===== src/rtl/cpu_pkg.sv =====
// Shared CPU types: decoded control bundle, zero-register number, datapath width.
package cpu_pkg;
  localparam int DW = 64;
  localparam logic [4:0] XZR = 5'd31;

  typedef struct packed {
    logic       reg_write;
    logic       mem_read;
    logic       mem_write;
    logic       mem_to_reg;
    logic       alu_src;
    logic       set_flags;
    logic [2:0] alu_op;
  } ctrl_t;
endpackage


===== src/rtl/id_ex_stage_if.sv =====
// Decode-side inputs, write-back port, and ID/EX outputs of the decode-to-execute stage.
interface id_ex_stage_if #(
  parameter int DW   = 64,
  parameter int CNTW = 16
) ();
  import cpu_pkg::*;

  logic            id_valid;
  logic [DW-1:0]   id_pc;
  logic [4:0]      id_rn, id_rm, id_rd;
  logic            id_uses_rn, id_uses_rm;
  logic [DW-1:0]   id_rd1, id_rd2;
  logic [DW-1:0]   id_imm;
  ctrl_t           id_ctrl;
  logic            wb_regwrite;
  logic [4:0]      wb_reg;
  logic [DW-1:0]   wb_data;
  logic            flush;

  logic            stall_out;
  logic            ex_valid;
  logic [DW-1:0]   ex_pc, ex_imm;
  logic [4:0]      ex_rn, ex_rm, ex_rd;
  logic [DW-1:0]   ex_a, ex_b;
  ctrl_t           ex_ctrl;
  logic [CNTW-1:0] stall_cnt;

  modport master (
    output id_valid, id_pc, id_rn, id_rm, id_rd, id_uses_rn, id_uses_rm,
           id_rd1, id_rd2, id_imm, id_ctrl, wb_regwrite, wb_reg, wb_data, flush,
    input  stall_out, ex_valid, ex_pc, ex_imm, ex_rn, ex_rm, ex_rd,
           ex_a, ex_b, ex_ctrl, stall_cnt
  );

  modport slave (
    input  id_valid, id_pc, id_rn, id_rm, id_rd, id_uses_rn, id_uses_rm,
           id_rd1, id_rd2, id_imm, id_ctrl, wb_regwrite, wb_reg, wb_data, flush,
    output stall_out, ex_valid, ex_pc, ex_imm, ex_rn, ex_rm, ex_rd,
           ex_a, ex_b, ex_ctrl, stall_cnt
  );
endinterface


===== src/rtl/operand_bypass.sv =====
// One read port's operand select: X31 reads zero, else same-cycle WB bypass, else regfile data.
module operand_bypass #(
  parameter int DW = 64
) (
  input  logic [4:0]    i_reg,
  input  logic [DW-1:0] i_rf_data,
  input  logic          i_wb_we,
  input  logic [4:0]    i_wb_reg,
  input  logic [DW-1:0] i_wb_data,
  output logic [DW-1:0] o_data
);
  import cpu_pkg::*;

  // X31 check comes first so a write-back to X31 can never leak through.
  always_comb begin
    o_data = i_rf_data;
    if (i_reg == XZR)
      o_data = '0;
    else if (i_wb_we && (i_wb_reg == i_reg))
      o_data = i_wb_data;
  end
endmodule


===== src/rtl/id_ex_stage.sv =====
// ID/EX pipeline register with operand bypass, load-use bubble insertion and stall counter.
module id_ex_stage #(
  parameter int DW   = 64,
  parameter int CNTW = 16
) (
  input logic          clk,
  input logic          reset,
  id_ex_stage_if.slave bus
);
  import cpu_pkg::*;

  logic               r_valid;
  ctrl_t              r_ctrl;
  logic [DW-1:0]      r_pc, r_imm, r_a, r_b;
  logic [4:0]         r_rn, r_rm, r_rd;
  logic [CNTW-1:0]    r_cnt;

  logic [1:0][4:0]    w_sel;
  logic [1:0][DW-1:0] w_rf, w_op;
  logic               w_ld_in_ex, w_hazard, w_stall, w_load;

  // Port 0 is operand A (rn / ReadData1), port 1 is operand B (rm / ReadData2).
  assign w_sel = {bus.id_rm, bus.id_rn};
  assign w_rf  = {bus.id_rd2, bus.id_rd1};

  genvar g;
  generate
    for (g = 0; g < 2; g++) begin : g_byp
      operand_bypass #(.DW(DW)) u_byp (
        .i_reg     (w_sel[g]),
        .i_rf_data (w_rf[g]),
        .i_wb_we   (bus.wb_regwrite),
        .i_wb_reg  (bus.wb_reg),
        .i_wb_data (bus.wb_data),
        .o_data    (w_op[g])
      );
    end
  endgenerate

  // A load to X31 produces nothing a consumer can depend on.
  assign w_ld_in_ex = r_valid && r_ctrl.mem_read && (r_rd != XZR);
  assign w_hazard   = w_ld_in_ex && bus.id_valid &&
                      ((bus.id_uses_rn && (r_rd == bus.id_rn)) ||
                       (bus.id_uses_rm && (r_rd == bus.id_rm)));
  // A flush redirects fetch anyway, so holding decode would only lose the redirect.
  assign w_stall    = w_hazard && !bus.flush;
  assign w_load     = !bus.flush && !w_hazard;

  // Valid/control: flush or hazard inserts a bubble, otherwise take the decode slot.
  always_ff @(posedge clk or negedge reset) begin
    if (!reset) begin
      r_valid <= 1'b0;
      r_ctrl  <= '0;
    end else if (bus.flush || w_hazard) begin
      r_valid <= 1'b0;
      r_ctrl  <= '0;
    end else begin
      r_valid <= bus.id_valid;
      r_ctrl  <= bus.id_valid ? bus.id_ctrl : ctrl_t'('0);
    end
  end

  // Data fields hold across bubbles and load only on a normal advance.
  always_ff @(posedge clk or negedge reset) begin
    if (!reset) begin
      r_pc  <= '0;
      r_imm <= '0;
      r_a   <= '0;
      r_b   <= '0;
      r_rn  <= '0;
      r_rm  <= '0;
      r_rd  <= '0;
    end else if (w_load) begin
      r_pc  <= bus.id_pc;
      r_imm <= bus.id_imm;
      r_a   <= w_op[0];
      r_b   <= w_op[1];
      r_rn  <= bus.id_rn;
      r_rm  <= bus.id_rm;
      r_rd  <= bus.id_rd;
    end
  end

  // Saturating count of cycles in which decode was held.
  always_ff @(posedge clk or negedge reset) begin
    if (!reset)
      r_cnt <= '0;
    else if (w_stall && (r_cnt != {CNTW{1'b1}}))
      r_cnt <= r_cnt + CNTW'(1);
  end

  assign bus.stall_out = w_stall;
  assign bus.ex_valid  = r_valid;
  assign bus.ex_ctrl   = r_ctrl;
  assign bus.ex_pc     = r_pc;
  assign bus.ex_imm    = r_imm;
  assign bus.ex_a      = r_a;
  assign bus.ex_b      = r_b;
  assign bus.ex_rn     = r_rn;
  assign bus.ex_rm     = r_rm;
  assign bus.ex_rd     = r_rd;
  assign bus.stall_cnt = r_cnt;
endmodule


===== src/flat_wrapper.sv =====
// flat-port wrapper written by rule: the top's interface ports become plain ports
module id_ex_stage_flat import cpu_pkg::*;
#(
  parameter int DW   = 64,
  parameter int CNTW = 16
)
  (clk, reset, bus_id_valid, bus_id_pc, bus_id_rn, bus_id_rm, bus_id_rd, bus_id_uses_rn, bus_id_uses_rm, bus_id_rd1, bus_id_rd2, bus_id_imm, bus_id_ctrl, bus_wb_regwrite, bus_wb_reg, bus_wb_data, bus_flush, bus_stall_out, bus_ex_valid, bus_ex_pc, bus_ex_imm, bus_ex_rn, bus_ex_rm, bus_ex_rd, bus_ex_a, bus_ex_b, bus_ex_ctrl, bus_stall_cnt);
  id_ex_stage_if #(.DW(DW), .CNTW(CNTW)) bus_i ();
  input logic clk;
  input logic reset;
  input wire logic [$bits(bus_i.id_valid)-1:0] bus_id_valid;
  input wire logic [$bits(bus_i.id_pc)-1:0] bus_id_pc;
  input wire logic [$bits(bus_i.id_rn)-1:0] bus_id_rn;
  input wire logic [$bits(bus_i.id_rm)-1:0] bus_id_rm;
  input wire logic [$bits(bus_i.id_rd)-1:0] bus_id_rd;
  input wire logic [$bits(bus_i.id_uses_rn)-1:0] bus_id_uses_rn;
  input wire logic [$bits(bus_i.id_uses_rm)-1:0] bus_id_uses_rm;
  input wire logic [$bits(bus_i.id_rd1)-1:0] bus_id_rd1;
  input wire logic [$bits(bus_i.id_rd2)-1:0] bus_id_rd2;
  input wire logic [$bits(bus_i.id_imm)-1:0] bus_id_imm;
  input wire logic [$bits(bus_i.id_ctrl)-1:0] bus_id_ctrl;
  input wire logic [$bits(bus_i.wb_regwrite)-1:0] bus_wb_regwrite;
  input wire logic [$bits(bus_i.wb_reg)-1:0] bus_wb_reg;
  input wire logic [$bits(bus_i.wb_data)-1:0] bus_wb_data;
  input wire logic [$bits(bus_i.flush)-1:0] bus_flush;
  output wire logic [$bits(bus_i.stall_out)-1:0] bus_stall_out;
  output wire logic [$bits(bus_i.ex_valid)-1:0] bus_ex_valid;
  output wire logic [$bits(bus_i.ex_pc)-1:0] bus_ex_pc;
  output wire logic [$bits(bus_i.ex_imm)-1:0] bus_ex_imm;
  output wire logic [$bits(bus_i.ex_rn)-1:0] bus_ex_rn;
  output wire logic [$bits(bus_i.ex_rm)-1:0] bus_ex_rm;
  output wire logic [$bits(bus_i.ex_rd)-1:0] bus_ex_rd;
  output wire logic [$bits(bus_i.ex_a)-1:0] bus_ex_a;
  output wire logic [$bits(bus_i.ex_b)-1:0] bus_ex_b;
  output wire logic [$bits(bus_i.ex_ctrl)-1:0] bus_ex_ctrl;
  output wire logic [$bits(bus_i.stall_cnt)-1:0] bus_stall_cnt;
  assign bus_i.id_valid = bus_id_valid;
  assign bus_i.id_pc = bus_id_pc;
  assign bus_i.id_rn = bus_id_rn;
  assign bus_i.id_rm = bus_id_rm;
  assign bus_i.id_rd = bus_id_rd;
  assign bus_i.id_uses_rn = bus_id_uses_rn;
  assign bus_i.id_uses_rm = bus_id_uses_rm;
  assign bus_i.id_rd1 = bus_id_rd1;
  assign bus_i.id_rd2 = bus_id_rd2;
  assign bus_i.id_imm = bus_id_imm;
  assign bus_i.id_ctrl = bus_id_ctrl;
  assign bus_i.wb_regwrite = bus_wb_regwrite;
  assign bus_i.wb_reg = bus_wb_reg;
  assign bus_i.wb_data = bus_wb_data;
  assign bus_i.flush = bus_flush;
  assign bus_stall_out = bus_i.stall_out;
  assign bus_ex_valid = bus_i.ex_valid;
  assign bus_ex_pc = bus_i.ex_pc;
  assign bus_ex_imm = bus_i.ex_imm;
  assign bus_ex_rn = bus_i.ex_rn;
  assign bus_ex_rm = bus_i.ex_rm;
  assign bus_ex_rd = bus_i.ex_rd;
  assign bus_ex_a = bus_i.ex_a;
  assign bus_ex_b = bus_i.ex_b;
  assign bus_ex_ctrl = bus_i.ex_ctrl;
  assign bus_stall_cnt = bus_i.stall_cnt;
  id_ex_stage #(.DW(DW), .CNTW(CNTW)) u_core (.clk(clk), .reset(reset), .bus(bus_i));
endmodule

===== config.mk =====
export PLATFORM = sky130hd
export DESIGN_NAME = id_ex_stage_flat
export DESIGN_NICKNAME = d
export VERILOG_FILES = /design/src/rtl/cpu_pkg.sv /design/src/rtl/id_ex_stage_if.sv /design/src/rtl/operand_bypass.sv /design/src/rtl/id_ex_stage.sv /design/src/flat_wrapper.sv
export SDC_FILE = /design/constraint.sdc
export NUM_CORES = 1
export LEC_CHECK = 0
export BUFFER_PORTS_ARGS = -buffer_cell sky130_fd_sc_hd__buf_2
export CELL_PAD_IN_SITES_DETAIL_PLACEMENT = 1
export CELL_PAD_IN_SITES_GLOBAL_PLACEMENT = 2
export CORE_AREA = 2 2 253 255
export DETAILED_ROUTE_END_ITERATION = 10
export DIE_AREA = 0 0 255 257
export PLACE_DENSITY_LB_ADDON = 0.1
export REMOVE_ABC_BUFFERS = 1
export SYNTH_ARGS = -nofsm -noshare
export SYNTH_HDL_FRONTEND = slang
export SYNTH_SLANG_ARGS = --single-unit
export TNS_END_PERCENT = 30

===== constraint.sdc =====
create_clock -name clk -period 4.7 [get_ports clk]
set_clock_uncertainty 0.1 [all_clocks]
set_input_delay 0.94 -clock clk [delete_from_list [all_inputs] [get_ports clk]]
set_output_delay 0.94 -clock clk [all_outputs]
set_load 0.01 [all_outputs]

==> run metrics, run 1 <==
outcome completed; Internal Power 5020 µW; unrepaired setup endpoints after global routing false; final hold viol count 0; timing endpoint of the critical path bus_stall_out; routed wire length 58,900 µm; post-route ant nets 0; XOR/XNOR share of the synthesized area 2.30%; dpl cell area 17,200 µm²; cts hold-fix bufs 0; largest area contributor in the netlist dfrtp_1; Design Area, Final 18,500 µm²; Net Sw Frac 27.8%; Reg-to-Reg End u_core.bus.ex_ctrl[2]; Iteration-0 DRC Markers 422; Yosys warning count 0; Seq pwr share 41.6%; htree depth 2; Vias/cell 4.19; final worst-path setup slack 1260 ps; Setup Viol. Count Final 0; pwr dens 377 nW/µm²; Final Max Tran Viols 0; Worst Reg-to-Reg Cells 6; Max Fclk 291 MHz; clk slew on worst S/H paths 60 ps; Max Cap Viol 0; synth unique cells 31; Worst VDD drop 0.000225 V; die height 257 µm; DRT Pass-1 Iters 4; Adder-Cell Fraction of Synth Area 0.0967%; post-CTS sizing 0; Overall Global Routing Usage 17.6%; TritonCTS Buffers 40; fraction of layout cells with a size suffix above 1 37.7%; crit end category output port; die area 65,500 µm²; Layout area overhead 42.6%; vias in the first global route 12,800; crit path kind reg2out; Worst EP arrival 2400 ps; Synth Register Bits 297; Cell Rows 92; CTS tree done; area share of the largest cell type after synthesis 57.4%; Cells after Synth 1,311; global route overflow 0; nets 2,291; type of the worst min-delay path in2async; multiplexer share of the synthesized area 10.1%; CP required 3660 ps; post-DP HPWL 43,500 µm; clk buf depth 3; Place WS 1280 ps; I/O Buffers 653; initial antenna violation count 33; dominant synthesized flop cell dfrtp_1; CP startpoint u_core.bus.ex_rd[4]; CP Max Fanout 11; CTS root buffer clkbuf_16; routed vias 11,800; Tmin final 3440 ps; Post-synth EDFFs 0; RR Startpoint u_core.bus.ex_rd[4]; Clock power frac 43.3%; DRC Markers 0; first-pass GRT wire length 86,100 µm; Post-CTS Setup Repair Bufs 0; combinational family with the most area after synthesis simple AND/OR/NAND/NOR gates; Starting Density 20.6%; Synth area leaders dfrtp_1 (57%), nand2_1 (16%), mux2i_1 (9.9%); routed wirelength normalized by instance count 20.9 µm; Die Width 255 µm; register area share after synthesis 57.4%; worst-margin pin slew 989 ps; Comb power frac 15.1%; Synth Area per Inst 9.87 µm²; net load switching power 1940 µW; CTS sink cnt 297; cell leakage power 0.00941 µW; Top Ports 654; pin count of the biggest net entering global routing 121; Reg2Reg Setup Slack 2190 ps; Worst Setup Start Kind register; Mapped Area 12,900 µm²; core area 62,700 µm²; fraction of the cycle the final worst path needs 73.2%; GPL Wtd Cong 0.783; Synth Area in Simple Gates 19.0%; async set-reset flop share out of synthesis 100%; Worst-Skew Late Latency 540 ps; Compound-Gate Fraction of Synth Area 7.74%; relative slew slack 34.1%
registers in the layout, indices dropped and copies added, names as in the netlist:
name                  count
u_core.bus.ex_ctrl        9
u_core.bus.ex_b          64
u_core.bus.ex_pc         64
u_core.bus.ex_a          64
u_core.bus.ex_rn          5
u_core.bus.ex_rm          5
u_core.bus.ex_rd          5
u_core.bus.ex_imm        64
u_core.bus.stall_cnt     16
u_core.bus.ex_valid       1
power groups by stage:
stage | Sequential, µW | Clock (µW) | Combinational (µW)
2_1_floorplan | 3050 | 0 | 384
3_3_place_gp | 2930 | 0 | 1080
3_5_place_dp | 2940 | 0 | 1090
4_1_cts | 2900 | 3150 | 1090
5_1_grt | 2930 | 3250 | 1180
6_report | 2900 | 3010 | 1050
layout by cell type, fill, tap and decap left out, types with 4 or more instances in the layout:
master / count
clkinv_2: 4
and3_1: 12
xnor2_1: 15
nor2_1: 6
clkbuf_1: 11
nor4_1: 6
nor4b_1: 4
xor2_1: 19
buf_4: 8
clkbuf_16: 41
nand2_1: 568
o31ai_1: 128
nand3_1: 8
diode_2: 9
clkbuf_8: 8
buf_12: 10
dfrtp_1: 297
inv_1: 4
mux2i_1: 128
buf_2: 652
nand4_1: 6
cells by family after synthesis:
| group | count (synthesis) |
|---|---|
| DFF | 297 |
| xor gates and xnor gates | 34 |
| and+or+nand+nor | 622 |
| buffers and inverters | 94 |
| muxes | 130 |
| adders and majority gates | 1 |
| AOI/OAI and AO/OA | 133 |
Yosys cell counts (4+ instances only):
master	count
buf_2	41
nand3_1	8
o31ai_1	128
buf_4	8
mux2i_1	128
xnor2_1	15
and3_1	14
nand2_1	568
nor2_1	8
nand4_1	6
nor4b_1	4
xor2_1	19
inv_1	4
clkbuf_1	39
nor4_1	6
dfrtp_1	297
how the worst min path moves through the flow:
stage | startpoint | end | slack [ps] | depth (start not counted)
after floorplan | u_core.bus.ex_imm[0] | u_core.bus.ex_imm[0] | 410 | 2
after global placement | u_core.bus.ex_pc[35] | u_core.bus.ex_pc[35] | 350 | 2
after detailed placement | u_core.bus.ex_imm[8] | u_core.bus.ex_imm[8] | 360 | 2
after CTS | reset | u_core.bus.ex_b[6] | 360 | 1
after global routing | reset | u_core.bus.ex_b[6] | 380 | 1
final | reset | u_core.bus.ex_b[6] | 330 | 1
through the flow:
| stage | setup TNS, ps | hold slack (ps) | util, % | total power [µW] | cells |
|---|---|---|---|---|---|
| after global routing | 0 | 383 | 29.4 | 7350 | 2809 |
| after floorplan | -2762710 | 414 | - | 3430 | 1221 |
| after global placement | 0 | 352 | 27.4 | 4010 | 2738 |
| after detailed placement | 0 | 357 | 27.4 | 4030 | 2738 |
| final | 0 | 329 | 29.4 | 6960 | 2814 |
| after CTS | 0 | 363 | 29.4 | 7140 | 2805 |
metal layers:
| layer | up-vias | wire length (µm) | part of all wire [%] | global-route usage (%) |
|---|---|---|---|---|
| li1 | 5604 | - | - | - |
| met3 | 104 | 6030 | 10 | 7.80 |
| met1 | 5639 | 23000 | 39 | 20.1 |
| met5 | - | 259 | 0.44 | 0 |
| met2 | 405 | 28400 | 48 | 30.1 |
| met4 | 42 | 1210 | 2.1 | 4.32 |
final cells by class:
class | count | area (µm²)
antenna | 9 | 22.5
clock buffer | 60 | 1180
clock inverter | 7 | 87.6
fill | 7397 | 44300
inverter | 4 | 15.0
multi-input combinational | 920 | 5120
sequential | 297 | 7430
tap | 846 | 1060
timing repair buffer | 671 | 3540
critical path, stage by stage (launching register included):
cell and delay [ps]:
dfrtp_1 490, xnor2_1 210, nand4_1 140, o22ai_1 320
nand2_1 360, nor2_1 190, buf_2 150
(Power assumes the default switching activity.)
==> run 2: changes to the inputs <==
CORE_AREA = 2 2 255 257   (was 2 2 253 255)
DIE_AREA = 0 0 257 259   (was 0 0 255 257)
clock period = 3.4 ns   (was 4.7 ns; I/O delays follow)
==> run 2 against run 1 <==
Against the previous run:
- count of clock-buffer cells in the layout up 1
- global-route usage up 0.057 points
- worst setup slack worse by 770 ps
- total power up 40%
- critical path depth unchanged
- clock power up 42%
- combinational power up 41%
- largest cell class unchanged
- sequential share of layout area down 0.45 points
- critical endpoint unchanged
- register-to-register slack worse by 1200 ps
- first-iteration DRC count up 42%
- sequential power up 38%
- non-clock buffer count up 10
==> run metrics, run 2 (synthesis results as in run 1) <==
outcome completed; CTS tree done; global route overflow 0; Reg-to-Reg End u_core.bus.stall_cnt[1]; Worst VDD drop 0.000292 V; cell leakage power 0.00951 µW; RR Startpoint u_core.bus.ex_rd[1]; Max Fclk 344 MHz; first-pass GRT wire length 88,500 µm; post-route ant nets 0; endpoint of the worst hold-timing path u_core.bus.ex_pc[48]; Worst EP arrival 2130 ps; Max Cap Viol 0; Worst-Skew Late Latency 560 ps; htree depth 2; fraction of the cycle the final worst path needs 85.6%; routed wire length 60,100 µm; busiest grt layer met2; placed insts 2,756; Starting Density 20.3%; Layout area overhead 44.2%; Overall Global Routing Usage 17.7%; relative slew slack 50.7%; core area 63,900 µm²; TritonCTS Buffers 40; CP required 2620 ps; post-DP HPWL 44,900 µm; clk buf depth 3; Die Width 257 µm; unrepaired setup endpoints after global routing false; CP Max Fanout 5; Vias/cell 4.25; final setup TNS 0 ps; fraction of layout cells with a size suffix above 1 38.1%; Worst Hold Depth 3; GPL Wtd Cong 0.830; CTS root buffer clkbuf_16; Cell Rows 93; worst-margin pin slew 740 ps; initial antenna violation count 27; pin count of the biggest net entering global routing 126; die height 259 µm; met2 Track Usage GR 29.5%; Top Ports 654; pwr dens 523 nW/µm²; Setup Viol. Count Final 0; commonest non-fill, non-tap cell in the layout buf_2; die area 66,600 µm²; vias in the first global route 13,100; type of the worst min-delay path in2reg; post-CTS sizing 0; Fin Hold WS 203 ps; Final Max Tran Viols 0; fin cells 2,843; crit end category output port; crit path kind reg2out; CTS sink cnt 297; nets 2,301; routed wirelength normalized by instance count 21.2 µm; met1 Track Usage GR 20.5%; Iteration-0 DRC Markers 601; M3 GR Usage 7.47%; clk slew on worst S/H paths 60 ps; routed vias 12,100; final hold viol count 0; most frequent cells in the layout buf_2 (652), nand2_1 (568), dfrtp_1 (297); I/O Buffers 653; Post-CTS Setup Repair Bufs 0; Reg2Reg Setup Slack 1020 ps; Worst Reg-to-Reg Cells 7; hold_sp bus_id_pc[48]; DRT Pass-1 Iters 4; Worst Setup Start Kind register; DRC Markers 0; cts hold-fix bufs 1; Tmin final 2910 ps
-- run 2: worst max path at each step --
stage / startpoint / end / slack [ps] / cells past startpoint
4_1_cts: u_core.bus.ex_rd[1] / bus_stall_out / 440 / 6
6_report: u_core.bus.ex_rd[1] / bus_stall_out / 490 / 6
2_1_floorplan: bus_id_rn[1] / u_core.bus.ex_a[0] / -11650 / 5
3_3_place_gp: bus_id_rn[4] / u_core.bus.stall_cnt[13] / 680 / 7
5_1_grt: u_core.bus.ex_rd[4] / bus_stall_out / 350 / 6
3_5_place_dp: bus_id_rm[4] / u_core.bus.ex_b[61] / 690 / 7
-- run 2: cell type report --
cell class	count	area, µm²
antenna	14	35.0
clock buffer	61	1190
clock inverter	11	116
fill	7517	45200
inverter	4	15.0
multi-input combinational	920	5120
sequential	297	7430
tap	855	1070
timing repair buffer	681	3680
-- run 2: report_power, final --
| part | total, µW | switching [µW] | internal [µW] |
|---|---|---|---|
| Combinational | 1480 | 891 | 587 |
| Sequential | 4010 | 166 | 3840 |
| Clock | 4270 | 1700 | 2570 |
| Total | 9750 | 2760 | 6990 |
-- run 2: metrics by stage --
step                setup slack [ps]  power (µW)  instance area, µm²  utilization (%)
floorplan                     -11650        4750               12500                -
global placement                 683        5580               17300             27.1
detailed placement               685        5600               17300             27.1
CTS                              441        9990               18600             29.2
global route                     351       10300               18600             29.2
finish                           490        9750               18700             29.2
-- run 2: metal layers --
metal  vias to the layer above  part of all wire, %
li1                       5671                    -
met1                      5866                   40
met2                       413                   48
met3                       101                  9.1
met4                        28                  2.8
met5                         -                 0.29
-- run 2: critical path, cell delays in order (launching register included) --
cell and delay, ps:
dfrtp_1 470, xnor2_1 200, nand4_1 170, o22ai_1 340, nand2_1 120, nor2_1 110
buf_2 160
